**src/rtl/bcd_timer_pkg.sv**
```systemverilog
// Shared types and constants for the two-digit BCD stopwatch/countdown engine.
package bcd_timer_pkg;

   typedef enum logic [1:0] {
      S_IDLE  = 2'd0,
      S_RUN   = 2'd1,
      S_PAUSE = 2'd2,
      S_DONE  = 2'd3
   } state_e;

   localparam logic [3:0] BCD_MAX = 4'd9;
   localparam logic [3:0] BCD_MIN = 4'd0;

   // Out-of-range preset nibbles saturate to the largest legal digit.
   function automatic logic [3:0] bcd_clamp(input logic [3:0] v);
      return (v > BCD_MAX) ? BCD_MAX : v;
   endfunction

endpackage

```
**src/rtl/bcd_timer_core_tick_gen.sv**
```systemverilog
// Prescaler: one-cycle tick every TICK_DIV enabled cycles; value frozen while disabled.
module tick_gen #(
   parameter int unsigned TICK_DIV = 100_000_000
) (
   input  logic clk,
   input  logic rst_n,
   input  logic en,
   input  logic clr,
   output logic tick
);

   localparam int unsigned CW = (TICK_DIV > 1) ? $clog2(TICK_DIV) : 1;
   localparam logic [CW-1:0] LAST = CW'(TICK_DIV - 1);

   logic [CW-1:0] cnt_q, cnt_d;

   assign tick = en && (cnt_q == LAST);

   always_comb begin
      cnt_d = cnt_q;
      if (clr) begin
         cnt_d = '0;
      end else if (en) begin
         cnt_d = (cnt_q == LAST) ? '0 : cnt_q + 1'b1;
      end
   end

   always_ff @(posedge clk or negedge rst_n) begin
      if (!rst_n) begin
         cnt_q <= '0;
      end else begin
         cnt_q <= cnt_d;
      end
   end

endmodule

```
**src/rtl/bcd_timer_core.sv**
```systemverilog
// Two-digit BCD up/down timer: control FSM, digit chain with carry/borrow, preset clamp.
module bcd_timer_core #(
   parameter int unsigned TICK_DIV = 100_000_000
) (
   input  logic       clk,
   input  logic       rst_n,
   input  logic       start_pause,
   input  logic       clear,
   input  logic       up_down,
   input  logic [3:0] preset_tens,
   input  logic [3:0] preset_digits,
   output logic [3:0] tens_BCD,
   output logic [3:0] digits_BCD,
   output logic       running,
   output logic       done
);

   import bcd_timer_pkg::*;

   state_e     state_q, state_d;
   logic [3:0] tens_q, tens_d;
   logic [3:0] digits_q, digits_d;
   logic       dir_q, dir_d;
   logic       running_q, done_q;

   logic       tick;
   logic [3:0] idle_tens, idle_digits;
   logic [3:0] step_tens, step_digits;
   logic       step_terminal;

   tick_gen #(
      .TICK_DIV (TICK_DIV)
   ) u_tick_gen (
      .clk   (clk),
      .rst_n (rst_n),
      .en    (state_q == S_RUN),
      .clr   ((state_q == S_IDLE) || clear),
      .tick  (tick)
   );

   assign idle_tens   = up_down ? BCD_MIN : bcd_clamp(preset_tens);
   assign idle_digits = up_down ? BCD_MIN : bcd_clamp(preset_digits);

   // Value after one count step in the latched direction; saturating so the
   // digits stay in 0..9 even if the chain were ever stepped past a terminal.
   always_comb begin
      step_tens   = tens_q;
      step_digits = digits_q;
      if (dir_q) begin
         if (digits_q >= BCD_MAX) begin
            step_digits = BCD_MIN;
            step_tens   = (tens_q >= BCD_MAX) ? BCD_MAX : tens_q + 4'd1;
         end else begin
            step_digits = digits_q + 4'd1;
         end
      end else begin
         if (digits_q == BCD_MIN) begin
            step_digits = BCD_MAX;
            step_tens   = (tens_q == BCD_MIN) ? BCD_MIN : tens_q - 4'd1;
         end else begin
            step_digits = digits_q - 4'd1;
         end
      end
      step_terminal = dir_q ? ((step_tens == BCD_MAX) && (step_digits == BCD_MAX))
                            : ((step_tens == BCD_MIN) && (step_digits == BCD_MIN));
   end

   always_comb begin
      state_d  = state_q;
      tens_d   = tens_q;
      digits_d = digits_q;
      dir_d    = dir_q;
      if (clear) begin
         state_d  = S_IDLE;
         tens_d   = idle_tens;
         digits_d = idle_digits;
      end else begin
         unique case (state_q)
            S_IDLE: begin
               tens_d   = idle_tens;
               digits_d = idle_digits;
               if (start_pause) begin
                  state_d = S_RUN;
                  dir_d   = up_down;
               end
            end
            S_RUN: begin
               if (!dir_q && (tens_q == BCD_MIN) && (digits_q == BCD_MIN)) begin
                  // Countdown started from 00: nothing to count.
                  state_d = S_DONE;
               end else begin
                  if (tick) begin
                     tens_d   = step_tens;
                     digits_d = step_digits;
                  end
                  if (tick && step_terminal) begin
                     state_d = S_DONE;
                  end else if (start_pause) begin
                     state_d = S_PAUSE;
                  end
               end
            end
            S_PAUSE: begin
               if (start_pause) begin
                  state_d = S_RUN;
               end
            end
            S_DONE: begin
               state_d = S_DONE;
            end
            default: begin
               state_d = S_IDLE;
            end
         endcase
      end
   end

   always_ff @(posedge clk or negedge rst_n) begin
      if (!rst_n) begin
         state_q   <= S_IDLE;
         tens_q    <= BCD_MIN;
         digits_q  <= BCD_MIN;
         dir_q     <= 1'b1;
         running_q <= 1'b0;
         done_q    <= 1'b0;
      end else begin
         state_q   <= state_d;
         tens_q    <= tens_d;
         digits_q  <= digits_d;
         dir_q     <= dir_d;
         running_q <= (state_d == S_RUN);
         done_q    <= (state_d == S_DONE);
      end
   end

   assign tens_BCD   = tens_q;
   assign digits_BCD = digits_q;
   assign running    = running_q;
   assign done       = done_q;

endmodule

```
**config.mk**
```make
export PLATFORM = sky130hd
export DESIGN_NAME = bcd_timer_core
export DESIGN_NICKNAME = d
export VERILOG_FILES = /design/src/rtl/bcd_timer_pkg.sv /design/src/rtl/bcd_timer_core_tick_gen.sv /design/src/rtl/bcd_timer_core.sv
export SDC_FILE = /design/constraint.sdc
export NUM_CORES = 1
export LEC_CHECK = 0
export ABC_CLOCK_PERIOD_IN_PS = 2870
export CAP_MARGIN = 25
export CORE_ASPECT_RATIO = 0.75
export CORE_UTILIZATION = 52
export DETAILED_ROUTE_END_ITERATION = 16
export GPL_TIMING_DRIVEN = 0
export PLACE_DENSITY = 0.73
export SYNTH_ARGS = -nofsm -noshare
export SYNTH_HDL_FRONTEND = slang
export SYNTH_SLANG_ARGS = --single-unit
```
**constraint.sdc**
```tcl
create_clock -name clk -period 2.87 [get_ports clk]
set_input_delay 0.574 -clock clk [delete_from_list [all_inputs] [get_ports clk]]
set_output_delay 0.574 -clock clk [all_outputs]
set_load 0.1 [all_outputs]
```
==> PnR_summary.wiki, run 1 <==
{| class="wikitable"
! Metric !! Value
|-
| Number of maximum-capacitance violations || 0
|-
| Cell at the root of the clock tree || clkbuf_8
|-
| Worst Setup Path Type || flip-flop to flip-flop
|-
| Reg2reg start || digits_BCD[0]
|-
| H-Tree Depth || 2
|-
| Worst setup path startpoint || digits_BCD[0]
|-
| Number of inserted diodes || 0
|-
| Via count || 2,677
|-
| Dpl hpwl || 5.12 mm
|-
| Starting utilization of the core area || 55.0%
|-
| Data required time of the worst path || 3.08 ns
|-
| Post-synthesis cell area || 2740 sq um
|-
| Post-Route Setup TNS || 0 ns
|-
| Vias in the first global route || 2,439
|-
| Worst VDD drop || 0.252 mV
|-
| Final-report hold violation count || 0
|-
| CTS tree || done
|-
| Power per cell area || 497 nW/um^2
|-
| Worst-Margin Slew || 0.966 ns
|-
| Placeable Area || 4980 sq um
|-
| Sequential cell area fraction in the yosys report || 36.6%
|-
| Max-slew violations || 0
|-
| Final Critical Period || 2.71 ns
|-
| Number of antenna-violating nets in the routed design || 0
|-
| Nature of the critical path endpoint || flip-flop
|-
| Routability congestion estimate || 0.931
|-
| Unrepaired setup endpoints after global routing || no
|-
| DIE AREA || 5570 sq um
|-
| Worst-case setup margin in the final layout || 0.155 ns
|-
| Grt peak-use layer || met1
|-
| Commonest register cell after synthesis || dfrtp_1
|-
| Maximum clock path buffer count || 2
|-
| Area growth, synth to finish || 15.6%
|-
| Cell with the largest stage delay on the worst path || dfrtp_2
|-
| Worst setup path endpoint || done
|-
| Static Leakage || 1.23 nW
|-
| Headroom to the max-slew limit || 35.4%
|-
| Synthesized Nets || 348
|-
| Quantity of I/O buffers inserted on ports || 22
|-
| Synth warnings || 0
|-
| Number of cells produced by synthesis || 328
|-
| Met2 usage in global routing || 39.3%
|-
| Cts bufs inserted || 5
|-
| Register bit count reported by yosys || 40
|-
| Via density per instance || 6.23
|-
| Worst hold-check path type || input port to asynchronous set/reset pin
|-
| Final-report setup violation count || 0
|-
| Fin nets || 377
|-
| Later-pin clock latency in the skew report || 0.29 ns
|-
| DRT Pass-1 Iters || 5
|-
| Count of buffering cells on the critical path with inverters included || 2
|-
| Maximum operating frequency || 368 MHz
|-
| Max FO, Critical Path || 9
|-
| CTS sink count || 40
|-
| Count of flip-flops with a built-in enable after synthesis || 0
|-
| Critical path data arrival time || 2.93 ns
|-
| Met1 Track Usage GR || 44.8%
|-
| Register-to-Register Setup Slack || 0.16 ns
|-
| Endpoint of the worst-slack reg-to-reg timing path || done
|-
| Util after Layout || 63.6%
|-
| Biggest cell delay along the critical path || 0.47 ns
|-
| Overall routing resource usage || 28.0%
|-
| Global-route met3 utilization || 4.97%
|-
| First-pass GRT wire length || 12.1 mm
|-
| Number of antenna violations at the first check in global routing || 0
|-
| DR DRC count || 0
|-
| Cell-by-cell trace of the critical path || inv_1, ha_4, or3b_1, clkbuf_2, and2_4, or4_1, mux2i_1, and4_1, o311a_1
|-
| Logic depth of the worst setup path including buffers || 9
|-
| Violation count after the first detailed-routing iteration || 285
|-
| Synth unique cells || 58
|-
| Setup crit start kind || flip-flop
|-
| Share of cells above drive strength 1 || 8.94%
|-
| Async set or reset register ratio after synthesis || 100%
|-
| Run status || completed
|-
| Layout Skew || 0.00619 ns
|-
| Wire length after detailed routing || 7.14 mm
|-
| Number of rows in the core area || 22
|-
| Post-route clock period utilization || 94.6%
|-
| Mean instance size in the synthesized netlist || 8.35 sq um
|-
| Worst setup slack before clock tree synthesis || 0.00811 ns
|-
| Crit path max-delay family || simple AND/OR/NAND/NOR gates
|-
| Overall die height || 64.9 microns
|-
| Die W || 85.8 microns
|-
| Worst reg-to-reg path cell count || 9
|-
| Pin count of the biggest net entering global routing || 41
|-
| Post-CTS setup repair buffer count || 0
|-
| Routed len/inst || 16.6 microns
|-
| Number of placed I/O pins || 23
|-
| Clock slew seen by the registers of the worst setup and hold paths || 0.08 ns
|-
| Grt ovf || 0
|}
[worst register-to-register path, cell delays in order, from the launching register on]
cell and delay, ns:
dfrtp_2 0.47, inv_1 0.16, ha_4 0.19, or3b_1 0.34, clkbuf_2 0.17, and2_4 0.19, or4_1 0.47, mux2i_1 0.16
and4_1 0.26, o311a_1 0.21
[cell type report]
cell class	instances	area, sq um
clock buffers	8	90.1
plain buffers	17	75.1
flip-flops and latches	40	1010
fillers	437	1820
well taps	72	90.1
inverters	16	60.1
multi-input cells	255	1630
repair buffers	22	215
[cell usage in the layout (no fill, tap or decap), drive strengths merged, types with 3 or more instances in the layout]
cell type       n
or3             7
and4            7
xnor2           3
xor2            4
ha              7
nor2b           4
o31ai           6
buf             5
nand3          18
nand2          22
clkbuf         21
a21oi          16
nand2b          3
nor4            5
mux2i           3
a211oi          5
nor3b           3
mux2            5
nand4           9
clkdlybuf4s50  21
or3b            3
nor3           18
nor2           19
inv            16
and3           10
dfrtp          39
a31oi           5
o21ai          43
[timing repair]
item,CTS,global route
resized for setup,1,4
hold buffers,0,0
endpoints found under the setup margin,4,9
[routing by layer]
metal  vias to the layer above  wire length, microns
met5                         -                     0
met4                         0                    20
met3                         4                   529
met2                       117                  2830
met1                      1271                  3760
li1                       1285                     -
[metrics by stage]
stage / cells / area (sq um) / total power, mW / hold slack, ns
floorplan: 328 / 2750 / 1.02 / 0.278
global placement: 422 / 3060 / 1.17 / 0.483
detailed placement: 422 / 3050 / 1.17 / 0.497
CTS: 430 / 3140 / 1.56 / 0.431
global route: 430 / 3170 / 1.66 / 0.482
finish: 430 / 3170 / 1.57 / 0.390
[cells by family after synthesis]
| group | share of synthesized area, % |
|---|---|
| multiplexers | 3.15 |
| buffers and inverters | 4.93 |
| AO/OA/AOI/OAI | 20.0 |
| XOR/XNOR | 2.24 |
| AND/OR/NAND/NOR | 29.9 |
| flip-flops | 36.6 |
| adder cells (fa/ha/maj) | 3.20 |
[report_power, final]
part / internal, mW / total, mW / switching (mW) / leakage (nW)
Clock: 0.196 / 0.385 / 0.189 / 0.0455
Sequential: 0.592 / 0.624 / 0.0325 / 0.538
Combinational: 0.182 / 0.563 / 0.381 / 0.651
[cells in the mapped netlist (2+ instances only)]
cell	number	share of area [%]
a21oi_1	16	2.9
nand2_1	22	3.0
and4_1	7	2.2
nor2b_1	4	0.91
or3b_1	2	0.64
ha_1	7	3.2
nor4_1	4	0.91
or3_1	7	1.6
clkbuf_1	12	1.6
mux2_2	5	2.1
or4_1	2	0.55
mux2i_1	3	1.1
o21ai_0	43	7.9
nor2_1	19	2.6
nand3b_1	2	0.55
a211oi_1	5	1.4
nor3_1	18	3.3
xnor2_1	3	0.96
nor3b_1	3	0.82
nand4_1	8	1.8
nand3_1	18	3.3
nand4b_1	2	0.64
o21a_1	2	0.55
dfrtp_1	39	36
nand2b_1	3	0.69
o31ai_1	6	1.6
and3_1	10	2.3
or2_2	2	0.46
xor2_1	4	1.3
a31oi_1	5	1.1
o311a_1	2	0.73
buf_2	2	0.37
inv_1	16	2.2
[flip-flops by register name, indices dropped and copies added, names as in the netlist]
register / count
done: 1
digits_BCD: 4
dir_q: 1
tens_BCD: 4
u_tick_gen.cnt_q: 27
running: 1
state_q: 2
[worst min path at each step]
stage,from,end,slack [ns],depth (start not counted)
floorplan,rst_n,digits_BCD[0],0.28,0
global placement,u_tick_gen.cnt_q[4],u_tick_gen.cnt_q[4],0.48,1
detailed placement,u_tick_gen.cnt_q[4],u_tick_gen.cnt_q[4],0.50,1
CTS,rst_n,u_tick_gen.cnt_q[15],0.43,1
global route,rst_n,u_tick_gen.cnt_q[14],0.48,1
finish,rst_n,u_tick_gen.cnt_q[14],0.39,1
(Power assumes the default switching activity.)
==> run 2: changes to the inputs <==
--- a/config.mk
+++ b/config.mk
@@ -12,6 +12,7 @@
 export DETAILED_ROUTE_END_ITERATION = 16
 export GPL_TIMING_DRIVEN = 0
 export PLACE_DENSITY = 0.73
+export RECOVER_POWER = 100
 export SYNTH_ARGS = -nofsm -noshare
 export SYNTH_HDL_FRONTEND = slang
 export SYNTH_SLANG_ARGS = --single-unit
==> run 2 against run 1 <==
The run now ends with max-capacitance violations, max-slew violations left. Utilization shrank 0.15 points. Final cell count is the same. Sequential power hardly changed. Sequential share of layout area up 0.076 points. Largest power group unchanged.
==> PnR_summary.wiki, run 2 (synthesis gave the netlist of run 1 again) <==
{| class="wikitable"
! Metric !! Value
|-
| Run status || finished with violations
|-
| Failing checks || max-capacitance violations, max-slew violations
|-
| DR DRC count || 0
|-
| Share of cells above drive strength 1 || 8.38%
|-
| Worst setup slack before clock tree synthesis || 0.00811 ns
|-
| Biggest cell delay along the critical path || 0.47 ns
|-
| Quantity of I/O buffers inserted on ports || 22
|-
| Overall die height || 64.9 microns
|-
| Critical path data arrival time || 2.94 ns
|-
| Number of inserted diodes || 0
|-
| Via density per instance || 6.17
|-
| Count of buffering cells on the critical path with inverters included || 2
|-
| Die W || 85.8 microns
|-
| Worst VDD drop || 0.252 mV
|-
| Via count || 2,655
|-
| Post-CTS setup repair buffer count || 0
|-
| Vias in the first global route || 2,439
|-
| Nature of the critical path endpoint || flip-flop
|-
| Worst Setup Path Type || flip-flop to flip-flop
|-
| Cell at the root of the clock tree || clkbuf_8
|-
| Worst-case setup margin in the final layout || 0.149 ns
|-
| Total of hold buffers inserted after clock tree synthesis || 0
|-
| DIE AREA || 5570 sq um
|-
| Largest reg by FF count || u_tick_gen.cnt_q
|-
| Worst hold-check path type || flip-flop to flip-flop
|-
| Wire length after detailed routing || 7.14 mm
|-
| Final hold slack || 0.517 ns
|-
| Final-report hold violation count || 0
|-
| Power per cell area || 496 nW/um^2
|-
| Static Leakage || 1.24 nW
|-
| H-Tree Depth || 2
|-
| Starting utilization of the core area || 55.0%
|-
| Number of flip-flops in the largest register || 27
|-
| Post-route clock period utilization || 94.8%
|-
| Clock slew seen by the registers of the worst setup and hold paths || 0.07 ns
|-
| Unrepaired setup endpoints after global routing || no
|-
| Number of placed I/O pins || 23
|-
| Number of antenna violations at the first check in global routing || 0
|-
| Overall routing resource usage || 28.0%
|-
| Worst-Margin Slew || 2.09 ns
|-
| Grt ovf || 0
|-
| Most common library cell in the layout ignoring fill and taps || o21ai_0
|-
| Fin nets || 377
|-
| Placeable Area || 4980 sq um
|-
| Cell-by-cell trace of the critical path || inv_1, ha_4, or3b_1, clkbuf_2, and2_4, or4_1, mux2i_1, and4_1, o311a_1
|-
| Max-slew violations || 41
|-
| First-pass GRT wire length || 12.1 mm
|-
| Final-report setup violation count || 0
|-
| Commonest cells after routing, fill and taps aside || 43 x o21ai_0, 35 x dfrtp_1, 22 x nand2_1
|-
| Final Critical Period || 2.72 ns
|-
| Layout Skew || 0.00628 ns
|-
| Dpl hpwl || 5.12 mm
|-
| DRT Pass-1 Iters || 5
|-
| Later-pin clock latency in the skew report || 0.29 ns
|-
| CTS sink count || 40
|-
| Setup crit start kind || flip-flop
|-
| Data required time of the worst path || 3.08 ns
|-
| Number of maximum-capacitance violations || 1
|-
| Number of rows in the core area || 22
|-
| Max FO, Critical Path || 9
|-
| Routability congestion estimate || 0.931
|-
| Cell with the largest stage delay on the worst path || dfrtp_2
|-
| Headroom to the max-slew limit || -39.1%
|-
| Area growth, synth to finish || 15.3%
|-
| Routed len/inst || 16.6 microns
|-
| Number of antenna-violating nets in the routed design || 0
|-
| Crit path max-delay family || simple AND/OR/NAND/NOR gates
|-
| Maximum operating frequency || 368 MHz
|-
| CTS tree || done
|-
| Cts bufs inserted || 5
|-
| Violation count after the first detailed-routing iteration || 303
|-
| Pin count of the biggest net entering global routing || 41
|-
| Maximum clock path buffer count || 2
|}
## run 2: worst paths after layout
check,to,slack (ns),depth (start not counted),from
setup / recovery,done,0.15,9,digits_BCD[0]
hold / removal,u_tick_gen.cnt_q[4],0.52,1,u_tick_gen.cnt_q[4]
setup reg to reg,done,0.15,9,digits_BCD[0]
hold reg to reg,u_tick_gen.cnt_q[4],0.52,1,u_tick_gen.cnt_q[4]
max in group asynchronous,tens_BCD[0],0.64,1,rst_n
min in group asynchronous,u_tick_gen.cnt_q[15],0.88,1,rst_n
## run 2: timing repair
| action | CTS | global route |
|---|---|---|
| pin swaps | 0 | 0 |
| resized for setup | 1 | 4 |
| setup endpoints to repair | 4 | 9 |
## run 2: area by class of cell
class / count / area [sq um]
Tap cell: 72 / 90.1
Multi-Input combinational cell: 255 / 1620
Buffer: 17 / 75.1
Timing Repair Buffer: 22 / 214
Inverter: 16 / 60.1
Clock buffer: 8 / 90.1
Sequential cell: 40 / 1010
Fill cell: 440 / 1820
## run 2: metrics by stage
stage                     cells  TNS [ns]  total power, mW  util (%)  cell area, sq um
after floorplan             328         0             1.02         -              2750
final                       430         0             1.57      63.4              3160
after CTS                   430         0             1.56      63.1              3140
after global placement      422  -0.00351             1.17      61.3              3060
after global routing        430         0             1.65      63.4              3160
after detailed placement    422         0             1.17      61.2              3050
## run 2: report_power, final
| group | switching, mW | internal [mW] | leakage (nW) |
|---|---|---|---|
| clock network | 0.193 | 0.196 | 0.0455 |
| registers | 0.0316 | 0.592 | 0.538 |
| logic | 0.381 | 0.175 | 0.659 |
| total | 0.606 | 0.963 | 1.24 |
## run 2: worst reg2reg max path, stage by stage (launching register included)
cell      delay, ns
dfrtp_2        0.47
inv_1          0.16
ha_4           0.20
or3b_1         0.34
clkbuf_2       0.17
and2_4         0.19
or4_1          0.47
mux2i_1        0.16
and4_1         0.26
o311a_1        0.21
## run 2: routing by layer
layer / part of all wire (%) / vias up / global-route usage [%]
met5: 0 / - / 0
met3: 7.6 / 4 / 4.97
met1: 52 / 1261 / 44.8
met2: 40 / 109 / 39.3
li1: - / 1281 / -
met4: 0.38 / 0 / 4.38
